File: src/rtl/med_dose_scheduler.sv
// -----------------------------------------------------------------------------
// med_dose_scheduler
//
// Multi-slot medication dose scheduler. A table of NUM_SLOTS entries holds
// (valid, due time, repeat period). A prescaled time base advances time_now
// once every TICK_DIV clocks; any valid slot whose due time is reached is
// flagged pending. Pending slots are served one at a time, round-robin, over
// a request/ack handshake to the dispenser. Every service, whether acked or
// timed out, produces a one-cycle log record.
//
// Ports
//   clk, rst        clock and synchronous active-high reset
//   cfg_we          write cfg_valid/cfg_time/cfg_period into entry cfg_slot
//   cfg_slot        entry index for the write
//   cfg_valid       1 = enable entry, 0 = delete entry
//   cfg_time        first due time
//   cfg_period      repeat period, 0 = one-shot
//   disp_req        dispense request, held until ack or timeout
//   disp_slot       slot being dispensed, stable while disp_req is high
//   disp_ack        dispenser done, only looked at while requesting
//   log_valid       one-cycle pulse, log record valid
//   log_slot        slot of the record
//   log_time        due time that was serviced
//   log_err         record ended by ack timeout
//   time_now        current time base
//   pending         per-slot pending flags
//   missed_cnt      saturating count of doses that came due while still pending
//   busy            service FSM not idle
// -----------------------------------------------------------------------------
module med_dose_scheduler #(
  parameter int  NUM_SLOTS   = 8,
  parameter int  TIME_W      = 8,
  parameter int  TICK_DIV    = 16,
  parameter int  ACK_TIMEOUT = 64,
  localparam int SLOT_W      = $clog2(NUM_SLOTS)
) (
  input  logic                 clk,
  input  logic                 rst,
  input  logic                 cfg_we,
  input  logic [SLOT_W-1:0]    cfg_slot,
  input  logic                 cfg_valid,
  input  logic [TIME_W-1:0]    cfg_time,
  input  logic [TIME_W-1:0]    cfg_period,
  output logic                 disp_req,
  output logic [SLOT_W-1:0]    disp_slot,
  input  logic                 disp_ack,
  output logic                 log_valid,
  output logic [SLOT_W-1:0]    log_slot,
  output logic [TIME_W-1:0]    log_time,
  output logic                 log_err,
  output logic [TIME_W-1:0]    time_now,
  output logic [NUM_SLOTS-1:0] pending,
  output logic [7:0]           missed_cnt,
  output logic                 busy
);

  localparam int PS_W  = $clog2(TICK_DIV);
  localparam int CNT_W = $clog2(ACK_TIMEOUT);
  localparam logic [PS_W-1:0]  PS_LAST = PS_W'(TICK_DIV - 1);
  localparam logic [CNT_W-1:0] TO_LAST = CNT_W'(ACK_TIMEOUT - 1);

  typedef enum logic [1:0] {
    ST_IDLE = 2'd0,
    ST_REQ  = 2'd1,
    ST_LOG  = 2'd2
  } state_t;

  state_t              state_r;
  state_t              state_next_s;

  logic [PS_W-1:0]     prescaler_r;
  logic                tick_s;
  logic [TIME_W-1:0]   time_next_s;

  logic [NUM_SLOTS-1:0] valid_r;
  logic [TIME_W-1:0]   due_r    [NUM_SLOTS];
  logic [TIME_W-1:0]   period_r [NUM_SLOTS];

  logic [CNT_W-1:0]    to_cnt_r;
  logic [TIME_W-1:0]   grant_time_r;
  logic [SLOT_W-1:0]   rr_ptr_r;
  logic                rewritten_r;

  logic [NUM_SLOTS-1:0] wr_s;
  logic [NUM_SLOTS-1:0] match_s;
  logic [NUM_SLOTS-1:0] miss_s;
  logic [NUM_SLOTS-1:0] log_clr_s;
  logic [NUM_SLOTS-1:0] log_upd_s;
  logic [8:0]          miss_sum_s;

  logic                grant_found_s;
  logic [SLOT_W-1:0]   grant_idx_s;
  logic [SLOT_W-1:0]   cand_s;
  logic                req_exit_s;
  logic                req_err_s;

  assign tick_s      = (prescaler_r == PS_LAST);
  assign time_next_s = time_now + TIME_W'(1'b1);

  // Prescaler and time base.
  always_ff @(posedge clk) begin
    if (rst) begin
      prescaler_r <= '0;
      time_now    <= '0;
    end else begin
      prescaler_r <= tick_s ? '0 : prescaler_r + PS_W'(1'b1);
      if (tick_s) begin
        time_now <= time_next_s;
      end
    end
  end

  // Per-slot write, due-match, miss and end-of-service decode.
  // The match compares against the value time_now takes on this edge, so a
  // slot becomes pending on the same edge time_now reaches its due time.
  always_comb begin
    wr_s       = '0;
    match_s    = '0;
    miss_s     = '0;
    log_clr_s  = '0;
    log_upd_s  = '0;
    miss_sum_s = {1'b0, missed_cnt};
    for (int i = 0; i < NUM_SLOTS; i++) begin
      wr_s[i]      = cfg_we && (cfg_slot == SLOT_W'(i));
      match_s[i]   = tick_s && valid_r[i] && (due_r[i] == time_next_s);
      miss_s[i]    = match_s[i] && pending[i] && !wr_s[i];
      log_clr_s[i] = (state_r == ST_LOG) && (disp_slot == SLOT_W'(i));
      // A slot reprogrammed during its own service keeps the new settings.
      log_upd_s[i] = log_clr_s[i] && !rewritten_r;
      miss_sum_s   = miss_sum_s + {8'd0, miss_s[i]};
    end
  end

  // Round-robin search: first pending slot strictly after rr_ptr, wrapping
  // round to rr_ptr itself last. Walking from the far end lets the nearest
  // hit overwrite the others.
  always_comb begin
    grant_found_s = 1'b0;
    grant_idx_s   = '0;
    cand_s        = '0;
    for (int k = NUM_SLOTS; k >= 1; k--) begin
      cand_s        = rr_ptr_r + SLOT_W'(k);
      grant_idx_s   = pending[cand_s] ? cand_s : grant_idx_s;
      grant_found_s = grant_found_s | pending[cand_s];
    end
  end

  // Service FSM next-state logic.
  always_comb begin
    state_next_s = state_r;
    req_exit_s   = 1'b0;
    req_err_s    = 1'b0;
    case (state_r)
      ST_IDLE: begin
        if (grant_found_s) begin
          state_next_s = ST_REQ;
        end else begin
          state_next_s = ST_IDLE;
        end
      end
      ST_REQ: begin
        // An ack arriving on the last allowed cycle still counts as an ack.
        if (disp_ack) begin
          state_next_s = ST_LOG;
          req_exit_s   = 1'b1;
        end else if (to_cnt_r == TO_LAST) begin
          state_next_s = ST_LOG;
          req_exit_s   = 1'b1;
          req_err_s    = 1'b1;
        end else begin
          state_next_s = ST_REQ;
        end
      end
      ST_LOG: begin
        state_next_s = ST_IDLE;
      end
      default: begin
        state_next_s = ST_IDLE;
      end
    endcase
  end

  // Service FSM state register and handshake / log outputs.
  always_ff @(posedge clk) begin
    if (rst) begin
      state_r      <= ST_IDLE;
      busy         <= 1'b0;
      disp_req     <= 1'b0;
      disp_slot    <= '0;
      grant_time_r <= '0;
      to_cnt_r     <= '0;
      rr_ptr_r     <= '0;
      rewritten_r  <= 1'b0;
      log_valid    <= 1'b0;
      log_slot     <= '0;
      log_time     <= '0;
      log_err      <= 1'b0;
    end else begin
      state_r   <= state_next_s;
      busy      <= (state_next_s != ST_IDLE);
      log_valid <= 1'b0;
      case (state_r)
        ST_IDLE: begin
          if (grant_found_s) begin
            disp_req     <= 1'b1;
            disp_slot    <= grant_idx_s;
            grant_time_r <= due_r[grant_idx_s];
            to_cnt_r     <= '0;
            rewritten_r  <= wr_s[grant_idx_s];
          end
        end
        ST_REQ: begin
          rewritten_r <= rewritten_r | wr_s[disp_slot];
          if (req_exit_s) begin
            disp_req  <= 1'b0;
            log_valid <= 1'b1;
            log_slot  <= disp_slot;
            log_time  <= grant_time_r;
            log_err   <= req_err_s;
          end else begin
            to_cnt_r <= to_cnt_r + CNT_W'(1'b1);
          end
        end
        ST_LOG: begin
          rr_ptr_r <= disp_slot;
        end
        default: begin
          disp_req <= 1'b0;
        end
      endcase
    end
  end

  // Slot table: a config write beats the end-of-service reschedule.
  always_ff @(posedge clk) begin
    for (int i = 0; i < NUM_SLOTS; i++) begin
      if (rst) begin
        valid_r[i]  <= 1'b0;
        due_r[i]    <= '0;
        period_r[i] <= '0;
      end else if (wr_s[i]) begin
        valid_r[i]  <= cfg_valid;
        due_r[i]    <= cfg_time;
        period_r[i] <= cfg_period;
      end else if (log_upd_s[i]) begin
        if (period_r[i] != '0) begin
          due_r[i] <= due_r[i] + period_r[i];
        end else begin
          valid_r[i] <= 1'b0;
        end
      end
    end
  end

  // Pending flags and missed-dose counter. Priority per slot: config write
  // clears, a due match sets (even against the end-of-service clear, in
  // which case the dose was already pending and is counted as missed),
  // otherwise the end of service clears.
  always_ff @(posedge clk) begin
    if (rst) begin
      pending    <= '0;
      missed_cnt <= '0;
    end else begin
      missed_cnt <= miss_sum_s[8] ? 8'hFF : miss_sum_s[7:0];
      for (int i = 0; i < NUM_SLOTS; i++) begin
        if (wr_s[i]) begin
          pending[i] <= 1'b0;
        end else if (match_s[i]) begin
          pending[i] <= 1'b1;
        end else if (log_clr_s[i]) begin
          pending[i] <= 1'b0;
        end
      end
    end
  end

endmodule

File: config.mk
export PLATFORM = sky130hd
export DESIGN_NAME = med_dose_scheduler
export DESIGN_NICKNAME = d
export VERILOG_FILES = /design/src/rtl/med_dose_scheduler.sv
export SDC_FILE = /design/constraint.sdc
export NUM_CORES = 1
export LEC_CHECK = 0
export ABC_AREA = 1
export CORE_MARGIN = 10
export CORE_UTILIZATION = 30
export CTS_CLUSTER_DIAMETER = 80
export DETAILED_ROUTE_END_ITERATION = 8
export PLACE_DENSITY = 0.5
export SLEW_MARGIN = 10
export SYNTH_ARGS = -nofsm -noshare
export SYNTH_HDL_FRONTEND = slang
export SYNTH_SLANG_ARGS = --single-unit
File: constraint.sdc
create_clock -name clk -period 4.5 [get_ports clk]
set_input_delay 0.45 -clock clk [delete_from_list [all_inputs] [get_ports clk]]
set_output_delay 0.45 -clock clk [all_outputs]
set_load 0.005 [all_outputs]
==> results of run 1 <==
## area by class of cell
class | count | share of cell area (%)
Clock buffer | 35 | 4.93
Clock inverter | 13 | 0.626
Inverter | 204 | 4.94
Multi-Input combinational cell | 1172 | 42.3
Sequential cell | 202 | 34.2
Tap cell | 539 | 4.32
Timing Repair Buffer | 155 | 8.68
## timing repair
action / in CTS / in global routing
pin swaps: 10 / 9
buffers inserted: 3 / 4
setup endpoints to repair: 8 / 8
gates resized for setup: 18 / 24
## flip-flops by register name (all words and copies together), names as in the netlist, 4 cells and up
signal and flops:
period_r 64, time_now 8, grant_time_r 8, missed_cnt 8
valid_r 8, log_time 8, prescaler_r 4, pending 8
to_cnt_r 6, due_r 64
## per-layer routing
layer  vias to the layer above  global-route usage [%]  routed length, um
li1                       5705                       -                  -
met1                      5496                    23.7              20800
met2                       382                    27.1              19800
met3                        72                    4.25               3630
met4                         0                    4.84               1350
met5                         -                       0                  0
## critical path, delay by kind of cell, from the launching register on
| family | cells | cell delay, ns |
|---|---|---|
| xor gates and xnor gates | 2 | 0.33 |
| and+or+nand+nor | 7 | 0.83 |
| AOI/OAI and AO/OA | 5 | 0.78 |
| buffers and inverters | 7 | 0.44 |
| adders and majority gates | 6 | 1.98 |
| DFF | 1 | 0.36 |
## cell families (layout without fill, tap and decap cells)
family / count (synthesis) / after routing
adders and majority gates: 80 / 80
and+or+nand+nor: 779 / 779
buffers and inverters: 241 / 407
DFF: 202 / 202
AOI/OAI and AO/OA: 251 / 251
xor gates and xnor gates: 62 / 62
## cell usage in the layout, fill, tap and decap left out, types with 8 or more instances in the layout
master	count
sky130_fd_sc_hd__inv_2	11
sky130_fd_sc_hd__clkbuf_16	29
sky130_fd_sc_hd__nand2_1	354
sky130_fd_sc_hd__nor4_1	13
sky130_fd_sc_hd__inv_1	189
sky130_fd_sc_hd__nand3_1	102
sky130_fd_sc_hd__nor2_1	249
sky130_fd_sc_hd__nor3_1	11
sky130_fd_sc_hd__a21oi_1	61
sky130_fd_sc_hd__dfxtp_1	70
sky130_fd_sc_hd__o21ai_0	73
sky130_fd_sc_hd__nand3b_1	8
sky130_fd_sc_hd__clkdlybuf4s50_1	65
sky130_fd_sc_hd__o22ai_1	58
sky130_fd_sc_hd__o32ai_1	8
sky130_fd_sc_hd__a211oi_1	8
sky130_fd_sc_hd__ha_1	65
sky130_fd_sc_hd__clkinv_2	8
sky130_fd_sc_hd__nand2_2	11
sky130_fd_sc_hd__xnor2_1	27
sky130_fd_sc_hd__fa_1	11
sky130_fd_sc_hd__edfxtp_1	128
sky130_fd_sc_hd__buf_4	85
sky130_fd_sc_hd__xor2_1	30
## where the power goes
group / leakage, nW / internal, mW / switching [mW] / total (mW)
Clock: 0.435 / 1.25 / 0.856 / 2.11
Sequential: 1.89 / 2.13 / 0.156 / 2.29
Combinational: 4.38 / 0.575 / 1.40 / 1.98
## through the flow
step	instance area (um2)	power [mW]	instances	setup TNS, ns	worst slack, ns
6_report	15600	6.37	2320	-2.03	-0.329
5_1_grt	15600	6.72	2320	-4.11	-0.573
4_1_cts	15500	6.40	2317	-2.02	-0.320
3_5_place_dp	14500	4.27	2266	-4.81	-0.678
3_3_place_gp	14500	4.26	2266	-4.23	-0.642
2_1_floorplan	12800	3.61	1615	-0.361	-0.194
## cell usage after synthesis (7+ instances only)
| master | instances | share of area, % |
|---|---|---|
| sky130_fd_sc_hd__nand2_2 | 10 | 0.49 |
| sky130_fd_sc_hd__nor4_1 | 15 | 0.74 |
| sky130_fd_sc_hd__a211oi_1 | 10 | 0.59 |
| sky130_fd_sc_hd__inv_1 | 196 | 5.8 |
| sky130_fd_sc_hd__a21oi_1 | 66 | 2.6 |
| sky130_fd_sc_hd__o21ai_0 | 79 | 3.1 |
| sky130_fd_sc_hd__nand4_1 | 7 | 0.35 |
| sky130_fd_sc_hd__clkbuf_1 | 21 | 0.62 |
| sky130_fd_sc_hd__fa_1 | 13 | 2.1 |
| sky130_fd_sc_hd__ha_1 | 67 | 6.6 |
| sky130_fd_sc_hd__xnor2_1 | 30 | 2.1 |
| sky130_fd_sc_hd__buf_2 | 7 | 0.28 |
| sky130_fd_sc_hd__nand3b_1 | 8 | 0.47 |
| sky130_fd_sc_hd__nor3_1 | 12 | 0.47 |
| sky130_fd_sc_hd__o22ai_1 | 59 | 2.9 |
| sky130_fd_sc_hd__nor2_1 | 253 | 7.5 |
| sky130_fd_sc_hd__nand3_1 | 103 | 4.1 |
| sky130_fd_sc_hd__nand2_1 | 355 | 11 |
| sky130_fd_sc_hd__xor2_1 | 30 | 2.1 |
| sky130_fd_sc_hd__dfxtp_1 | 74 | 12 |
| sky130_fd_sc_hd__o32ai_1 | 8 | 0.55 |
| sky130_fd_sc_hd__edfxtp_1 | 128 | 30 |
## final timing paths
kind	from	end	cells past startpoint	slack, ns
max	time_now[0]$_SDFFE_PP0N_	missed_cnt[5]$_SDFF_PP0_	27	-0.33
min	grant_time_r[6]$_SDFFE_PP0P_	grant_time_r[6]$_SDFFE_PP0P_	2	0.47
max reg2reg	time_now[0]$_SDFFE_PP0N_	missed_cnt[5]$_SDFF_PP0_	27	-0.33
min reg2reg	grant_time_r[6]$_SDFFE_PP0P_	grant_time_r[6]$_SDFFE_PP0P_	2	0.47
==> results.txt, run 1 <==
* Top FF cell, synth: sky130_fd_sc_hd__edfxtp_1
- Largest fanout of any net on the critical path: 3
- Final count of pins violating max slew: 0
* Dominant combinational cell family by area after synthesis: simple AND/OR/NAND/NOR gates
* Area enclosed by the die boundary: 0.0509 mm2
- On the critical path, the stage with the largest delay is an instance of sky130_fd_sc_hd__fa_1.
- Post-synthesis cell type count: 50
- Summing the areas of all and, or, nand and nor instances in the mapped netlist gives 25.7% of the synthesized area.
- The first global-routing pass estimated 67700 um of wire.
- Post-Synthesis Mean Instance Area: 7.86 um2
- Detail-routed net length per standard cell: 19.6 um
- Fill cells: 4356
* Adder-Cell Fraction of Synth Area: 8.66%
- Clock Tree Root: sky130_fd_sc_hd__clkbuf_16
- Cells fill 37.3% of the core in the end.
- Clock buffers created by TritonCTS: 26
- For the finished layout, the period the worst path requires is 4.83 ns.
- The initial antenna violation count is 0.
- H-tree Lvls: 1
- Measured against its own limit, the worst slew margin works out to 40.4%.
* Crit Path Class: reg -> reg
- The post-route netlist has 11.4% of its cells at a drive strength greater than 1.
- Entering global routing, the biggest net connects 38 pins.
* Maximum root-to-sink buffer count: 3
* 1st-pass router iterations: 5
- The final reports fail on setup timing.
- Power density over cell area: 409 mW/mm2
- Maximum vdd ir drop: 281 uV
* Upper clock frequency limit: 207 MHz
- The cell area that synthesis handed to floorplanning was 0.0127 mm2.
- 66 I/O pins were placed.
* Setup repair after global routing missed its margin: true
- Finish-stage setup viols: 8
* Violation count after the first detailed-route iteration: 1101
- Registers take 0.00534 mm2.
* CTS clock-pin slew for the worst setup and hold paths: 0.06 ns
- Once routing completed, OpenROAD measured the worst setup slack at -0.329 ns.
- Cells after synthesis: 1615
- The net count of the finished layout is 1865.
* Buffers added on ports: 65
* Hold Buf Count CTS: 0
- XOR/XNOR Fraction of Synth Area: 4.40%
- Final hold analysis gives a worst-case slack of 0.467 ns.
* Total gr overflow: 0
- In this run, synthesis produced a sequential element count of 202.
* Antenna diode instance count: 0
- Result of the run: finished with violations
* Transition at the pin with the smallest max-transition slack: 0.891 ns
- Mux contribution to synthesized area: 0%
- Dividing the detail-routed via count by the number of cells gives 5.02.
* Critical path capture point type: flip-flop
- For this run, the register share of the synthesized area comes to 42.0%.
* Number of placement rows: 75
* Clock Skew: 0.0181 ns
- The detailed router placed 11.7k vias in this run.
- In the routed design, unresolved DRC markers number 0.
- Biggest cell delay along the critical path: 0.42 ns
- The final layout contains routed wiring with a total length of 45500 um.
- Hold Crit Class: reg -> reg
* Fraction of the cycle the final worst path needs: 107%
- Data arrival time of the worst path: 5.28 ns
* Final Hold Viols: 0
- Global routing consumed, over all layers together, 17.5% of the routing resources.
- Detail Placement HPWL: 34300 um
- For this configuration, the core starts out at a cell density of 30.3%.
- Setup crit start kind: flip-flop
* Number of enable flip-flop cells after synthesis: 128
- At the end of routability-driven placement, the weighted congestion stood at 0.905.
* Die Span X: 226 um
- TritonCTS clock tree: done
- Compared with the post-synthesis result, the final layout area differs by 22.9%.
* Count of yosys warnings during synthesis: 0
- Proportion of register bits with asynchronous set or reset after synthesis: 0%
- Core region area: 0.0419 mm2
- Max-Cap Viols: 0
- Summing all multi-input logic gate instances after layout gives 0.00660 mm2.
* Clock latency of the later-clocked register in the worst-skew pair: 0.55 ns
* Vert. Die Dim: 226 um
- Via count of the first global-routing pass: 11.2k
* Leak Pwr: 6.71 nW
- Antenna-violating nets left: 0
- The tree built by TritonCTS fans out to 202 sinks.
- The synthesized netlist devotes 11.7% of its cell area to compound gates.
- Synthesis produced a netlist with a net count of 1719.
- Required arrival time at the worst endpoint: 4.95 ns
(Power assumes the default switching activity.)
==> run 2, diff against run 1 <==
Settings changed: CELL_PAD_IN_SITES_DETAIL_PLACEMENT set to 2, CELL_PAD_IN_SITES_GLOBAL_PLACEMENT set to 2, PLACE_DENSITY 0.5 to 0.74, REMOVE_ABC_BUFFERS set to 1.
==> results.txt, run 2 (synthesis results as in run 1) <==
- Maximum number of pins on one net before global-route repair: 38 (unchanged)
- Proportion of power drawn by the clock network: 33.4% (+0.3 points)
* Power density over cell area: 413 mW/mm2 (+0.94%)
- Leak Pwr: 6.76 nW (+0.86%)
* Data arrival time of the worst path: 5.65 ns (+0.37 ns)
* Upper clock frequency limit: 192 MHz (-7.3%)
- The final core utilization is 37.5% (+0.19 points).
* Required arrival time at the worst endpoint: 4.94 ns (about the same)
* Final Hold Viols: 0 (unchanged)
- The number of inserted filler cells in the final layout was 4825 (+11%).
* Crit Path Class: reg -> reg
- Max-Cap Viols: 0 (unchanged)
- Leading cell types in the layout, fill and taps excluded: sky130_fd_sc_hd__nand2_1 (353), sky130_fd_sc_hd__nor2_1 (247), sky130_fd_sc_hd__inv_1 (187)
* Number of remaining DRC errors: 0 (unchanged)
* Result of the run: finished with violations
* Top-Level Pins: 66 (unchanged)
* Met1 wire length: 22400 um (+8.0%)
- Largest registers in the final layout: due_r: 64 flops, period_r: 64 flops
* Routed met3 length: 2010 um (-45%)
- Via count of the first global-routing pass: 13.7k (+23%)
- STA classifies the critical path startpoint as a flip-flop.
- Fraction of layout instances using a drive strength above 1: 12.6% (+1.2 points)
* Headroom to the max-slew limit: 38.3% (-2.1 points)
- Final worst setup slack: -0.711 ns (-0.382 ns)
- The count of cells along the worst register-to-register path is 26 (-3.7%).
* Total gr overflow: 0 (unchanged)
- The number of input and output port buffers inserted came to 65 (unchanged).
* Minimum clock period: 5.21 ns (+0.382 ns)
- Clock latency of the later-clocked register in the worst-skew pair: 0.55 ns (about the same)
- DR vias: 12.3k (+5.5%)
- The fraction of power consumed by sequential logic came to 35.4% (-0.5 points).
- Detail-routed net length per standard cell: 23.1 um (+18%)
- Area enclosed by the die boundary: 0.0509 mm2 (unchanged)
- Logic gate share of total power: 31.3% (+0.3 points)
* Vert. Die Dim: 226 um (unchanged)
- The checks that failed: setup timing.
- Total power after layout: 6.47 mW (+1.4%)
- The total negative slack was -5.43 ns (-3.39 ns).
- The maximum ir drop on the vdd rail was 287 uV (+2.1%).
- The largest driver fanout on the critical path is 5 (+2).
- The library cell used most frequently in the layout, excluding fill and tap cells, is sky130_fd_sc_hd__nand2_1.
- Number of placement rows: 75 (unchanged)
- Critical register-to-register path endpoint: missed_cnt[6]$_SDFF_PP0_
- Antenna-violating nets left: 0 (unchanged)
* Worst Hold Slack: 0.451 ns (-0.0160 ns)
* R2R Path Start: time_now[2]$_SDFFE_PP0N_
- The area after detailed placement came to 0.0145 mm2 (about the same).
- The critical path starts at time_now[2]$_SDFFE_PP0N_.
- The maximum buffer depth of the clock tree is 3 (unchanged).
* NumNets Final: 1882 (+0.91%)
- Combined area of the multi-input logic cells: 0.00657 mm2 (-0.49%)
* Sw Share: 38.5% (+0.68 points)
- The deepest level of the CTS H-tree was 1 (unchanged).
- Finish-stage setup viols: 8 (unchanged)
* 1st-pass router iterations: 6 (+1)
* Num Clock Sinks: 202 (unchanged)
* Critical path endpoint: missed_cnt[6]$_SDFF_PP0_
- The max-slew violation count is 0 (unchanged).
- Clock Tree Root: sky130_fd_sc_hd__clkbuf_16
- Synth-to-Final Area Change: 23.5%
- Routability-driven placement congestion ratio: 0.925 (+2.2%)
* Clock buffers created by TritonCTS: 27 (+3.8%)
- CTS clock-pin slew for the worst setup and hold paths: 0.06 ns (about the same)
* First-pass GRT wire length: 81100 um (+20%)
* Clock Skew: 0.0114 ns (-0.00661 ns)
* Core region area: 0.0419 mm2 (unchanged)
* Die Span X: 226 um (unchanged)
- The share of the clock period used by the worst path is 116% (+8.5 points).
- The worst setup path is captured at a flip-flop.
- Met2 routed WL: 27000 um (+37%)
- The register area was 0.00534 mm2 (about the same).
* Antenna violations before repair: 0 (unchanged)
- Psw: 2.49 mW (+3.3%)
- The slack of the worst reg-to-reg path is -0.71 ns (-0.38 ns).
- Cell internal pwr: 3.97 mW (+0.34%)
- Global router's overall resource usage: 20.7% (+3.3 points)
- TritonCTS clock tree: done
* Setup repair after global routing missed its margin: true
* Transition at the pin with the smallest max-transition slack: 0.923 ns (+0.0315 ns)
* Detail Placement HPWL: 41100 um (+20%)
* Hold Crit Class: reg -> reg
* Top layer reached by signal wires: met4
* Mean number of vias per cell: 5.26 (+4.8%)
- The antenna cell count is 0 (unchanged).
- The wire length after detailed routing is 53900 um (+18%).
* Starting Density: 30.3% (unchanged)
- Final design instance area without fill: 0.0157 mm2 (+0.51%)
* Hold Buf Count CTS: 0 (unchanged)
- The detailed router's first-iteration violation count is 618 (-44%).
## run 2: area by class of cell
cell class,count,share of cell area (%)
timing repair buffer,171,9.27
tap,539,4.30
multi-input combinational,1172,41.9
sequential,202,34.0
clock buffer,35,4.90
inverter,204,4.90
clock inverter,14,0.702
## run 2: worst min-delay path by stage
stage	from	cells past startpoint	to
after global routing	grant_time_r[0]$_SDFFE_PP0P_	2	grant_time_r[0]$_SDFFE_PP0P_
after detailed placement	grant_time_r[0]$_SDFFE_PP0P_	2	grant_time_r[0]$_SDFFE_PP0P_
after floorplan	prescaler_r[0]$_SDFF_PP0_	1	prescaler_r[0]$_SDFF_PP0_
after CTS	grant_time_r[0]$_SDFFE_PP0P_	2	grant_time_r[0]$_SDFFE_PP0P_
final	grant_time_r[0]$_SDFFE_PP0P_	2	grant_time_r[0]$_SDFFE_PP0P_
after global placement	grant_time_r[0]$_SDFFE_PP0P_	2	grant_time_r[0]$_SDFFE_PP0P_
## run 2: critical path, cell delays in order, from the launching register on
cell,delay (ns)
sky130_fd_sc_hd__dfxtp_2,0.43
sky130_fd_sc_hd__inv_2,0.09
sky130_fd_sc_hd__nor3_4,0.19
sky130_fd_sc_hd__buf_4,0.14
sky130_fd_sc_hd__nand2_1,0.10
sky130_fd_sc_hd__o21ai_0,0.27
sky130_fd_sc_hd__nand2_2,0.17
sky130_fd_sc_hd__xor2_1,0.18
sky130_fd_sc_hd__nand4_1,0.18
sky130_fd_sc_hd__nor2_2,0.06
sky130_fd_sc_hd__fa_1,0.53
sky130_fd_sc_hd__inv_2,0.05
sky130_fd_sc_hd__fa_1,0.55
sky130_fd_sc_hd__inv_2,0.05
sky130_fd_sc_hd__fa_1,0.49
sky130_fd_sc_hd__inv_2,0.08
sky130_fd_sc_hd__fa_2,0.22
sky130_fd_sc_hd__inv_2,0.04
sky130_fd_sc_hd__fa_2,0.34
sky130_fd_sc_hd__a21oi_2,0.14
sky130_fd_sc_hd__nor2_1,0.07
sky130_fd_sc_hd__nor2_1,0.18
sky130_fd_sc_hd__nor2_2,0.08
sky130_fd_sc_hd__buf_4,0.14
sky130_fd_sc_hd__buf_4,0.13
sky130_fd_sc_hd__a21oi_2,0.14
sky130_fd_sc_hd__nor3_1,0.06
## run 2: power by group through the flow
stage | combinational, mW | sequential (mW) | clock, mW
2_1_floorplan | 1.23 | 2.26 | 0
3_3_place_gp | 1.95 | 2.32 | 0
3_5_place_dp | 2.01 | 2.33 | 0
4_1_cts | 2.03 | 2.29 | 2.20
5_1_grt | 2.27 | 2.30 | 2.26
6_report | 2.02 | 2.29 | 2.16
## run 2: stage by stage
step / std cells / setup slack, ns
2_1_floorplan: 1578 / -0.625
6_report: 2337 / -0.711
3_5_place_dp: 2274 / -0.748
5_1_grt: 2337 / -0.849
3_3_place_gp: 2274 / -0.594
4_1_cts: 2331 / -0.522
## run 2: repair_timing
| item | in CTS | in global routing |
|---|---|---|
| resized for setup | 34 | 29 |
| buffers inserted | 11 | 8 |
| pin swaps | 29 | 31 |
| setup endpoints to repair | 8 | 8 |
## run 2: metal layers
layer / track usage, % / vias up
met5: 0 / -
met4: 8.91 / 0
met3: 2.54 / 118
met2: 37.3 / 252
met1: 24.4 / 6207
li1: - / 5724
==> run 3, diff against run 2 <==
Settings changed: SKIP_CTS_REPAIR_TIMING set to 1.
==> results.txt, run 3 (synthesis results as in run 1) <==
- Result of the run: finished with violations
- Violations in the final reports: setup timing
- The measured slew at the worst slew-check pin was 0.929 ns (+0.00666 ns).
- Number of placement rows: 75 (unchanged)
- Biggest cell delay along the critical path: 0.45 ns (-0.10 ns)
- The worst setup path is of the reg -> reg kind.
* Leak Pwr: 6.73 nW (-0.54%)
- In the final layout, the registers with the most flip-flops are due_r: 64 flops, period_r: 64 flops.
- The number of iterations in the first detailed-routing pass is 5 (-1).
* Critical path capture point type: flip-flop
* Number of remaining DRC errors: 0 (unchanged)
* Setup crit start kind: flip-flop
- The number of clock sinks seen by CTS came to 202 (unchanged).
- The core footprint was 0.0419 mm2 (unchanged).
- Power density over cell area: 415 mW/mm2 (+0.55%)
- Final count of pins violating max slew: 0 (unchanged)
- The maximum achievable frequency was 192 MHz (-0.17%).
- Leading cell types in the layout, fill and taps excluded: sky130_fd_sc_hd__nand2_1 (354), sky130_fd_sc_hd__nor2_1 (246), sky130_fd_sc_hd__inv_1 (187)
- The maximum clock skew at final layout came to 0.0107 ns (-0.000756 ns).
- Setup repair after global routing missed its margin: true
- The worst setup slack after layout came to -0.720 ns (-0.00865 ns).
- Clock buffers created by TritonCTS: 27 (unchanged)
- The antenna cell count is 0 (unchanged).
- Routability-driven placement congestion ratio: 0.925 (unchanged)
* Maximum root-to-sink buffer count: 3 (unchanged)
- Area enclosed by the die boundary: 0.0509 mm2 (unchanged)
* Fill cells: 4827 (+0.041%)
- Antenna-violating nets left: 0 (unchanged)
* Fraction of the cycle the final worst path needs: 116% (+0.19 points)
* Total power after layout: 6.46 mW (-0.11%)
- The startpoint identified for the worst hold timing path is grant_time_r[0]$_SDFFE_PP0P_.
* Maximum number of pins on one net before global-route repair: 38 (unchanged)
* Vert. Die Dim: 226 um (unchanged)
* Clock Tree Root: sky130_fd_sc_hd__clkbuf_16
* Fraction of layout instances using a drive strength above 1: 11.8% (-0.85 points)
- CTS clock-pin slew for the worst setup and hold paths: 0.07 ns (about the same)
* Detail Placement HPWL: 41100 um (unchanged)
- The most numerous cell type found on the critical path is sky130_fd_sc_hd__inv_2.
- Most common cell after layout, fill and taps aside: sky130_fd_sc_hd__nand2_1
* Clock latency of the later-clocked register in the worst-skew pair: 0.55 ns (about the same)
- The number of top-level pins is 66 (unchanged).
- The number of input and output port buffers inserted came to 65 (unchanged).
- The maximum ir drop on the vdd rail is 287 uV (about the same).
- Slowest cell on the critical path: sky130_fd_sc_hd__fa_1
- Required arrival time at the worst endpoint: 4.95 ns (about the same)
- The number of hold violations in the final report came to 0 (unchanged).
- Via count of the first global-routing pass: 13.5k (-1.0%)
- The minimum period implied by the final worst setup slack was 5.22 ns (+0.00865 ns).
- Finish-stage setup viols: 8 (unchanged)
- Headroom to the max-slew limit: 37.8% (-0.45 points)
- Compared with the post-synthesis result, the final layout area differs by 22.7%.
- Largest fanout of any net on the critical path: 3 (-2)
- First-pass GRT wire length: 80400 um (-0.88%)
- Antenna violations before repair: 0 (unchanged)
- Final wirelength: 53500 um (-0.71%)
- Die Span X: 226 um (unchanged)
* Violation count after the first detailed-route iteration: 711 (+15%)
- Setup crit start: time_now[0]$_SDFFE_PP0N_
- The effective utilization at floorplan came to 30.3% (unchanged).
- DR vias: 12.3k (-0.34%)
- The number of nets in the final layout is 1876 (-0.32%).
* R2R Path Start: time_now[0]$_SDFFE_PP0N_
- The worst hold margin is 0.451 ns (+0.0000470 ns).
- The overall track demand over capacity in global routing was 20.6% (-0.19 points).
* Hold Crit Class: reg -> reg
- Total gr overflow: 0 (unchanged)
- Data arrival time of the worst path: 5.67 ns (+0.02 ns)
- The average detailed-routed wire length per instance is 23.0 um (-0.45%).
* H-tree Lvls: 1 (unchanged)
* TritonCTS clock tree: done
- The detailed-route vias per instance is 5.26 (about the same).
- Max-Cap Viols: 0 (unchanged)
[run 3: cell count changes in the layout (fill, tap and decap cells not counted), sizes merged]
cell  delta
buf      -6
[run 3: stage by stage]
step | area [um2] | instances | utilization [%] | setup TNS (ns) | worst slack [ns]
after floorplan | 12500 | 1578 | - | -3.74 | -0.625
after global placement | 14500 | 2274 | 34.7 | -3.40 | -0.594
after detailed placement | 14500 | 2274 | 34.7 | -5.10 | -0.748
after CTS | 15400 | 2323 | 36.8 | -5.78 | -0.859
after global routing | 15600 | 2331 | 37.2 | -7.17 | -0.956
final | 15600 | 2331 | 37.2 | -5.47 | -0.720
[run 3: layout make-up]
type / count / area [um2] / share of cell area (%)
Tap cell: 539 / 674 / 4.33
Clock inverter: 14 / 110 / 0.707
Timing Repair Buffer: 165 / 1410 / 9.02
Sequential cell: 202 / 5340 / 34.3
Multi-Input combinational cell: 1172 / 6510 / 41.8
Inverter: 204 / 768 / 4.93
Clock buffer: 35 / 768 / 4.93
[run 3: path summary, 6_finish.rpt]
kind                                                      to  slack [ns]  depth (start not counted)
worst max-delay path                missed_cnt[5]$_SDFF_PP0_       -0.72                         28
worst min-delay path            grant_time_r[0]$_SDFFE_PP0P_        0.45                          2
worst max register to register      missed_cnt[5]$_SDFF_PP0_       -0.72                         28
worst min register to register  grant_time_r[0]$_SDFFE_PP0P_        0.45                          2
[run 3: power breakdown]
part	switching (mW)	leakage [nW]	internal [mW]	total [mW]
clock	0.890	0.443	1.26	2.15
sequential	0.157	1.89	2.13	2.29
combinational	1.44	4.40	0.580	2.02
[run 3: routing by layer]
layer	track usage [%]	part of all wire [%]	vias up
met5	0	0	-
met4	7.63	3.7	0
li1	-	-	5706
met1	24.5	42	6240
met3	2.23	3.3	95
met2	37.2	51	218
[run 3: worst max-delay path: cells and delay by family, from the launching register on]
kind | cells | cell delay, ns
AO/OA/AOI/OAI | 5 | 0.78
XOR/XNOR | 2 | 0.27
adder cells (fa/ha/maj) | 6 | 2.11
buffers and inverters | 8 | 0.62
flip-flops | 1 | 0.36
AND/OR/NAND/NOR | 7 | 0.95
